===== config.mk =====
export PLATFORM = sky130hd
export DESIGN_NAME = lsu_rmw
export DESIGN_NICKNAME = d
export VERILOG_FILES = /design/src/rtl/riscv_pkg.sv /design/src/rtl/lsu_load_ext.sv /design/src/rtl/lsu_rmw.sv
export SDC_FILE = /design/constraint.sdc
export NUM_CORES = 1
export LEC_CHECK = 0
export CORE_UTILIZATION = 41
export DETAILED_ROUTE_END_ITERATION = 10
export PLACE_DENSITY_LB_ADDON = 0.05
export SYNTH_ARGS = -nofsm -noshare
export SYNTH_HDL_FRONTEND = slang
export SYNTH_SLANG_ARGS = --single-unit

===== constraint.sdc =====
create_clock -name clk -period 4.8 [get_ports clk]
set_input_delay 0.96 -clock clk [delete_from_list [all_inputs] [get_ports clk]]
set_output_delay 0.96 -clock clk [all_outputs]
set_load 0.03 [all_outputs]

===== src/rtl/riscv_pkg.sv =====
// Shared RV32I load/store definitions: funct3 width/sign encodings and LSU FSM states.
`timescale 1ns / 1ps

package riscv_pkg;

  // Load encodings
  localparam logic [2:0] F3_LB  = 3'b000;
  localparam logic [2:0] F3_LH  = 3'b001;
  localparam logic [2:0] F3_LW  = 3'b010;
  localparam logic [2:0] F3_LBU = 3'b100;
  localparam logic [2:0] F3_LHU = 3'b101;

  // Store encodings
  localparam logic [2:0] F3_SB  = 3'b000;
  localparam logic [2:0] F3_SH  = 3'b001;
  localparam logic [2:0] F3_SW  = 3'b010;

  typedef enum logic {
    IDLE  = 1'b0,
    WRITE = 1'b1
  } lsu_state_t;

  // Encodings with no RV32I load/store meaning; such requests are dropped.
  function automatic logic f3_reserved(input logic [2:0] f3);
    return (f3 == 3'b011) || (f3 == 3'b110) || (f3 == 3'b111);
  endfunction

endpackage


===== src/rtl/lsu_load_ext.sv =====
// Load lane select and sign/zero extension. Purely combinational.
`timescale 1ns / 1ps

module lsu_load_ext
  import riscv_pkg::*;
(
  input  logic [31:0] word,
  input  logic [2:0]  funct3,
  input  logic [1:0]  addr,
  output logic [31:0] rdata
);

  logic [7:0]  byte_sel;
  logic [15:0] half_sel;

  // Pick the addressed byte and halfword out of the fetched word.
  always_comb begin
    byte_sel = word[7:0];
    unique case (addr)
      2'b00: byte_sel = word[7:0];
      2'b01: byte_sel = word[15:8];
      2'b10: byte_sel = word[23:16];
      2'b11: byte_sel = word[31:24];
    endcase
    // addr[0] is ignored: misaligned halfwords are either trapped upstream or forced down.
    half_sel = addr[1] ? word[31:16] : word[15:0];
  end

  // Extend the selected lane according to the access width and signedness.
  always_comb begin
    rdata = '0;
    case (funct3)
      F3_LB:   rdata = {{24{byte_sel[7]}}, byte_sel};
      F3_LH:   rdata = {{16{half_sel[15]}}, half_sel};
      F3_LW:   rdata = word;
      F3_LBU:  rdata = {24'b0, byte_sel};
      F3_LHU:  rdata = {16'b0, half_sel};
      default: rdata = '0;
    endcase
  end

endmodule


===== src/rtl/lsu_rmw.sv =====
// MEM-stage load/store unit in front of a word-only data memory. Sub-word stores become a
// read-modify-write pair (stall one cycle, then write the merged word); loads are extended
// with zero latency. Optional macro LSU_MISALIGN_TRAP_EN adds the misaligned port and
// suppresses misaligned halfword/word accesses.
`timescale 1ns / 1ps

module lsu_rmw
  import riscv_pkg::*;
(
  input  logic        clk,
  input  logic        reset,
  input  logic        mem_req,
  input  logic        mem_we,
  input  logic [2:0]  funct3,
  input  logic [31:0] addr,
  input  logic [31:0] wdata,
  output logic [31:0] rdata,
  output logic        stall,
`ifdef LSU_MISALIGN_TRAP_EN
  output logic        misaligned,
`endif
  output logic        dmem_we,
  output logic [31:0] dmem_a,
  output logic [31:0] dmem_wd,
  input  logic [31:0] dmem_rd
);

  lsu_state_t  state_q, state_d;
  logic [31:0] addr_q, addr_d;
  logic [31:0] merge_q, merge_d;

  logic [31:0] word_addr;
  logic [31:0] ext_rdata;
  logic [31:0] merged;
  logic        req_ok;
  logic        trap;

  assign word_addr = {addr[31:2], 2'b00};

  // Reset masks the request so nothing is issued or stalled while it is held.
  assign req_ok = mem_req & ~reset & ~f3_reserved(funct3);

`ifdef LSU_MISALIGN_TRAP_EN
  // Halfword encodings end in 01, word encodings in 10 (for both loads and stores).
  assign trap = req_ok &
                (((funct3[1:0] == 2'b01) & addr[0]) |
                 ((funct3[1:0] == 2'b10) & (addr[1:0] != 2'b00)));
  assign misaligned = trap & (state_q == IDLE);
`else
  assign trap = 1'b0;
`endif

  lsu_load_ext u_load_ext (
    .word   (dmem_rd),
    .funct3 (funct3),
    .addr   (addr[1:0]),
    .rdata  (ext_rdata)
  );

  // Overlay the store lane(s) on the word just read from memory.
  always_comb begin
    merged = dmem_rd;
    if (funct3 == F3_SB) begin
      unique case (addr[1:0])
        2'b00: merged[7:0]   = wdata[7:0];
        2'b01: merged[15:8]  = wdata[7:0];
        2'b10: merged[23:16] = wdata[7:0];
        2'b11: merged[31:24] = wdata[7:0];
      endcase
    end else if (addr[1]) begin
      merged[31:16] = wdata[15:0];
    end else begin
      merged[15:0] = wdata[15:0];
    end
  end

  // Next state, RMW capture and all memory/pipeline outputs.
  always_comb begin
    state_d = state_q;
    addr_d  = addr_q;
    merge_d = merge_q;
    stall   = 1'b0;
    dmem_we = 1'b0;
    dmem_a  = '0;
    dmem_wd = '0;
    rdata   = '0;
    unique case (state_q)
      IDLE: begin
        if (req_ok && !trap) begin
          dmem_a = word_addr;
          if (!mem_we) begin
            rdata = ext_rdata;
          end else if (funct3 == F3_SW) begin
            dmem_we = 1'b1;
            dmem_wd = wdata;
          end else if ((funct3 == F3_SB) || (funct3 == F3_SH)) begin
            stall   = 1'b1;
            addr_d  = word_addr;
            merge_d = merged;
            state_d = WRITE;
          end
        end
      end
      WRITE: begin
        // Pipeline inputs are ignored here; the held store is committed from the registers.
        dmem_we = 1'b1;
        dmem_a  = addr_q;
        dmem_wd = merge_q;
        state_d = IDLE;
      end
      default: state_d = IDLE;
    endcase
  end

  // State and RMW registers.
  always_ff @(posedge clk or posedge reset) begin
    if (reset) begin
      state_q <= IDLE;
      addr_q  <= '0;
      merge_q <= '0;
    end else begin
      state_q <= state_d;
      addr_q  <= addr_d;
      merge_q <= merge_d;
    end
  end

endmodule


==> results.json <==
{
  "synth_area_leaders": "dfrtp_1 38%, nand2_1 15%, a22o_1 13%",
  "period_needed_ns": 4.26,
  "synth_xor_area_share_pct": 0,
  "clkLatencyLatePin_ns": 0.35,
  "root_buffer": "clkbuf_8",
  "antenna_found_initial": 0,
  "dp_hpwl_um": 10400,
  "core_area_sq_um": 9770,
  "critical_path.startpoint": "funct3[1]",
  "grt_pass1_vias": 4258,
  "synth_top_family_by_area": "compound AO/OA/AOI/OAI gates",
  "fillers": 875,
  "crit_type": "primary input to primary output",
  "die_area_sq_um": 10400,
  "drc_errors": 0,
  "cts_resized": 0,
  "gp_congestion": 0.866,
  "finalClockSkew_ns": 0.00881,
  "worstMarginPinSlew_ns": 0.822,
  "die_y_um": 102,
  "syn_area_sq_um": 4120,
  "yosys.area_share.simple_pct": 21.0,
  "cp-start-kind": "primary input",
  "grtUsageTotal_pct": 27.5,
  "timing.setup.tns_ns": 0,
  "hold_buffers": 0,
  "final_max_slew_viol_count": 0,
  "nets": 795,
  "hold_start": "addr_q[4]",
  "antenna_cells": 0,
  "path_max_fanout": 32,
  "max_freq_mhz": 235,
  "yosysTopAreaCell": "dfrtp_1",
  "hold_viol": 0,
  "power_mw": 1.68,
  "overflow": 0,
  "start_util_pct": 42.1,
  "cts_tree": "yes",
  "leakage_nw": 2.71,
  "yosysSeqAreaShare_pct": 38.3,
  "cp.required_ns": 3.84,
  "chipWidth_um": 102,
  "met1_length_um": 5950,
  "vdd_drop_max_mv": 0.178,
  "hold_class": "flop to flop",
  "worstPathArrival_ns": 3.30,
  "drv_cap": 0,
  "top_layer_used": "met4",
  "ys_types": 41,
  "clk_pin_slew_worst_paths_ns": 0.07,
  "synth_adder_area_share_pct": 0,
  "cts_buffers": 9,
  "cts_max_level": 3,
  "portBuffers": 198,
  "synthToLayoutAreaGrowth_pct": 53.1,
  "setup-violations-final": 0,
  "cts_buffer_depth": 2,
  "wl_um": 14400,
  "post_drt_wl_per_cell_um": 17.3,
  "drive_gt1_share_pct": 10.5,
  "floorplan.rows": 36,
  "synth_top_area_share_pct": 38.3,
  "reg2reg_from": "state_q",
  "vias": 4492,
  "grt_setup_unrepaired": "no",
  "grt_max_degree": 64,
  "ant_nets": 0,
  "status": "finished clean",
  "cp-end-kind": "primary output",
  "syn_inst": 515,
  "cts_sinks": 63,
  "vias_per_cell": 5.41,
  "synth_seq_cells": 63,
  "relSlewSlack_pct": 45.2,
  "io_pins": 201,
  "met3WireLength_um": 1180,
  "firstDrtPassIters": 5,
  "p_per_area_nw_per_um2": 267,
  "grt_pass1_wl_um": 21800,
  "cts_setup_buffers": 0,
  "drtIter0Drc": 210,
  "synth_warnings": 0,
  "syn_area_per_cell_sq_um": 7.99,
  "dr_wl_met2_um": 7010,
  "min_period_over_period_pct": 88.8,
  "synth-compound-area-share_pct": 30.0,
  "synth_mux_area_share_pct": 4.22
}
==> layout make-up <==
class / count / area [sq um] / share of cell area [%]
clock buffers: 10 / 138 / 2.18
clock inverters: 6 / 92.6 / 1.47
inverters: 4 / 23.8 / 0.377
multi-input cells: 403 / 2290 / 36.4
flip-flops and latches: 63 / 1580 / 25.0
well taps: 133 / 166 / 2.64
repair buffers: 211 / 2010 / 31.9
==> state kept, by name, indices dropped and copies added (netlist names) <==
name,count
state_q,1
merge_q,32
addr_q,30
==> path summary, 6_finish.rpt <==
path	end	slack (ns)	cells past startpoint
worst min register to register	addr_q[4]	0.48	2
max in group asynchronous	state_q	2.96	3
min in group asynchronous	merge_q[14]	1.29	3
worst max-delay path	dmem_wd[7]	0.54	6
worst min-delay path	addr_q[4]	0.48	2
worst max register to register	merge_q[20]	2.54	5
==> cell families (layout without fill, tap and decap cells) <==
kind of cell / Yosys count / after routing
simple gates: 212 / 212
flops: 63 / 63
mux: 17 / 17
buf+inv: 50 / 231
compound gates: 172 / 172
other cells: 1 / 2
==> routing by layer <==
metal  up-vias  GRT usage [%]
li1       2181              -
met1      2114           34.4
met2       179           46.4
met3        18           6.84
met4         0           9.23
met5         -              0
==> stage by stage <==
step	setup slack [ns]	hold slack, ns	std cells	util (%)	instance area, sq um
finish	0.537	0.477	830	64.5	6300
global route	0.382	0.498	830	64.5	6300
CTS	0.540	0.482	830	64.5	6300
detailed placement	0.540	0.463	814	62.1	6070
global placement	0.633	0.458	814	62.1	6070
floorplan	0.480	0.446	516	-	4130
==> synth_stat cells (all sizes together) <==
master and number:
nand2 163, dfrtp 63, a22o 62, a21oi 30, nor2 29, buf 28, o21ai 25, clkbuf 18
a31oi 16, mux2i 14, o2bb2ai 12, nand2b 11, a22oi 7, a211oi 6, o22ai 4, inv 3
mux2 3, a21o 2, a2bb2oi 2, nor3b 2, o211ai 2, a2111oi 1, a31o 1, a32oi 1
a41o 1, and2 1, and3 1, and4b 1, clkinv 1, conb 1, nand3b 1, nor2b 1
nor3 1, or4 1
==> worst max-delay path, stage by stage <==
cell and delay, ns:
clkdlybuf4s50_1 0.65, nor3b_2 0.25, nor3b_4 0.20, buf_4 0.35, a22o_1 0.19, clkdlybuf4s50_1 0.68
==> power breakdown <==
group / internal (mW) / switching (mW)
sequential: 0.646 / 0.0677
combinational: 0.200 / 0.222
clock: 0.309 / 0.236
==> layout by cell type (no fill, tap or decap), types with 2 or more instances in the layout <==
cell / netlist / layout
nor2_1: 29 / 29
dfrtp_1: 63 / 62
buf_4: 8 / 44
clkbuf_8: 0 / 10
clkinvlp_4: 0 / 3
clkdlybuf4s50_1: 0 / 166
a211oi_1: 6 / 6
mux2i_1: 14 / 14
a21oi_1: 30 / 30
a21o_1: 2 / 2
bufinv_16: 0 / 2
o21ai_1: 6 / 6
nand2b_1: 11 / 11
a22oi_1: 7 / 7
mux2_2: 3 / 3
o22ai_1: 4 / 4
nand2_1: 163 / 163
inv_1: 3 / 2
clkinv_4: 1 / 2
o21ai_0: 19 / 19
a31oi_1: 16 / 16
a2bb2oi_1: 2 / 2
conb_1: 1 / 2
a22o_1: 62 / 62
o2bb2ai_1: 12 / 12
Power figures use the tool's default switching activity.
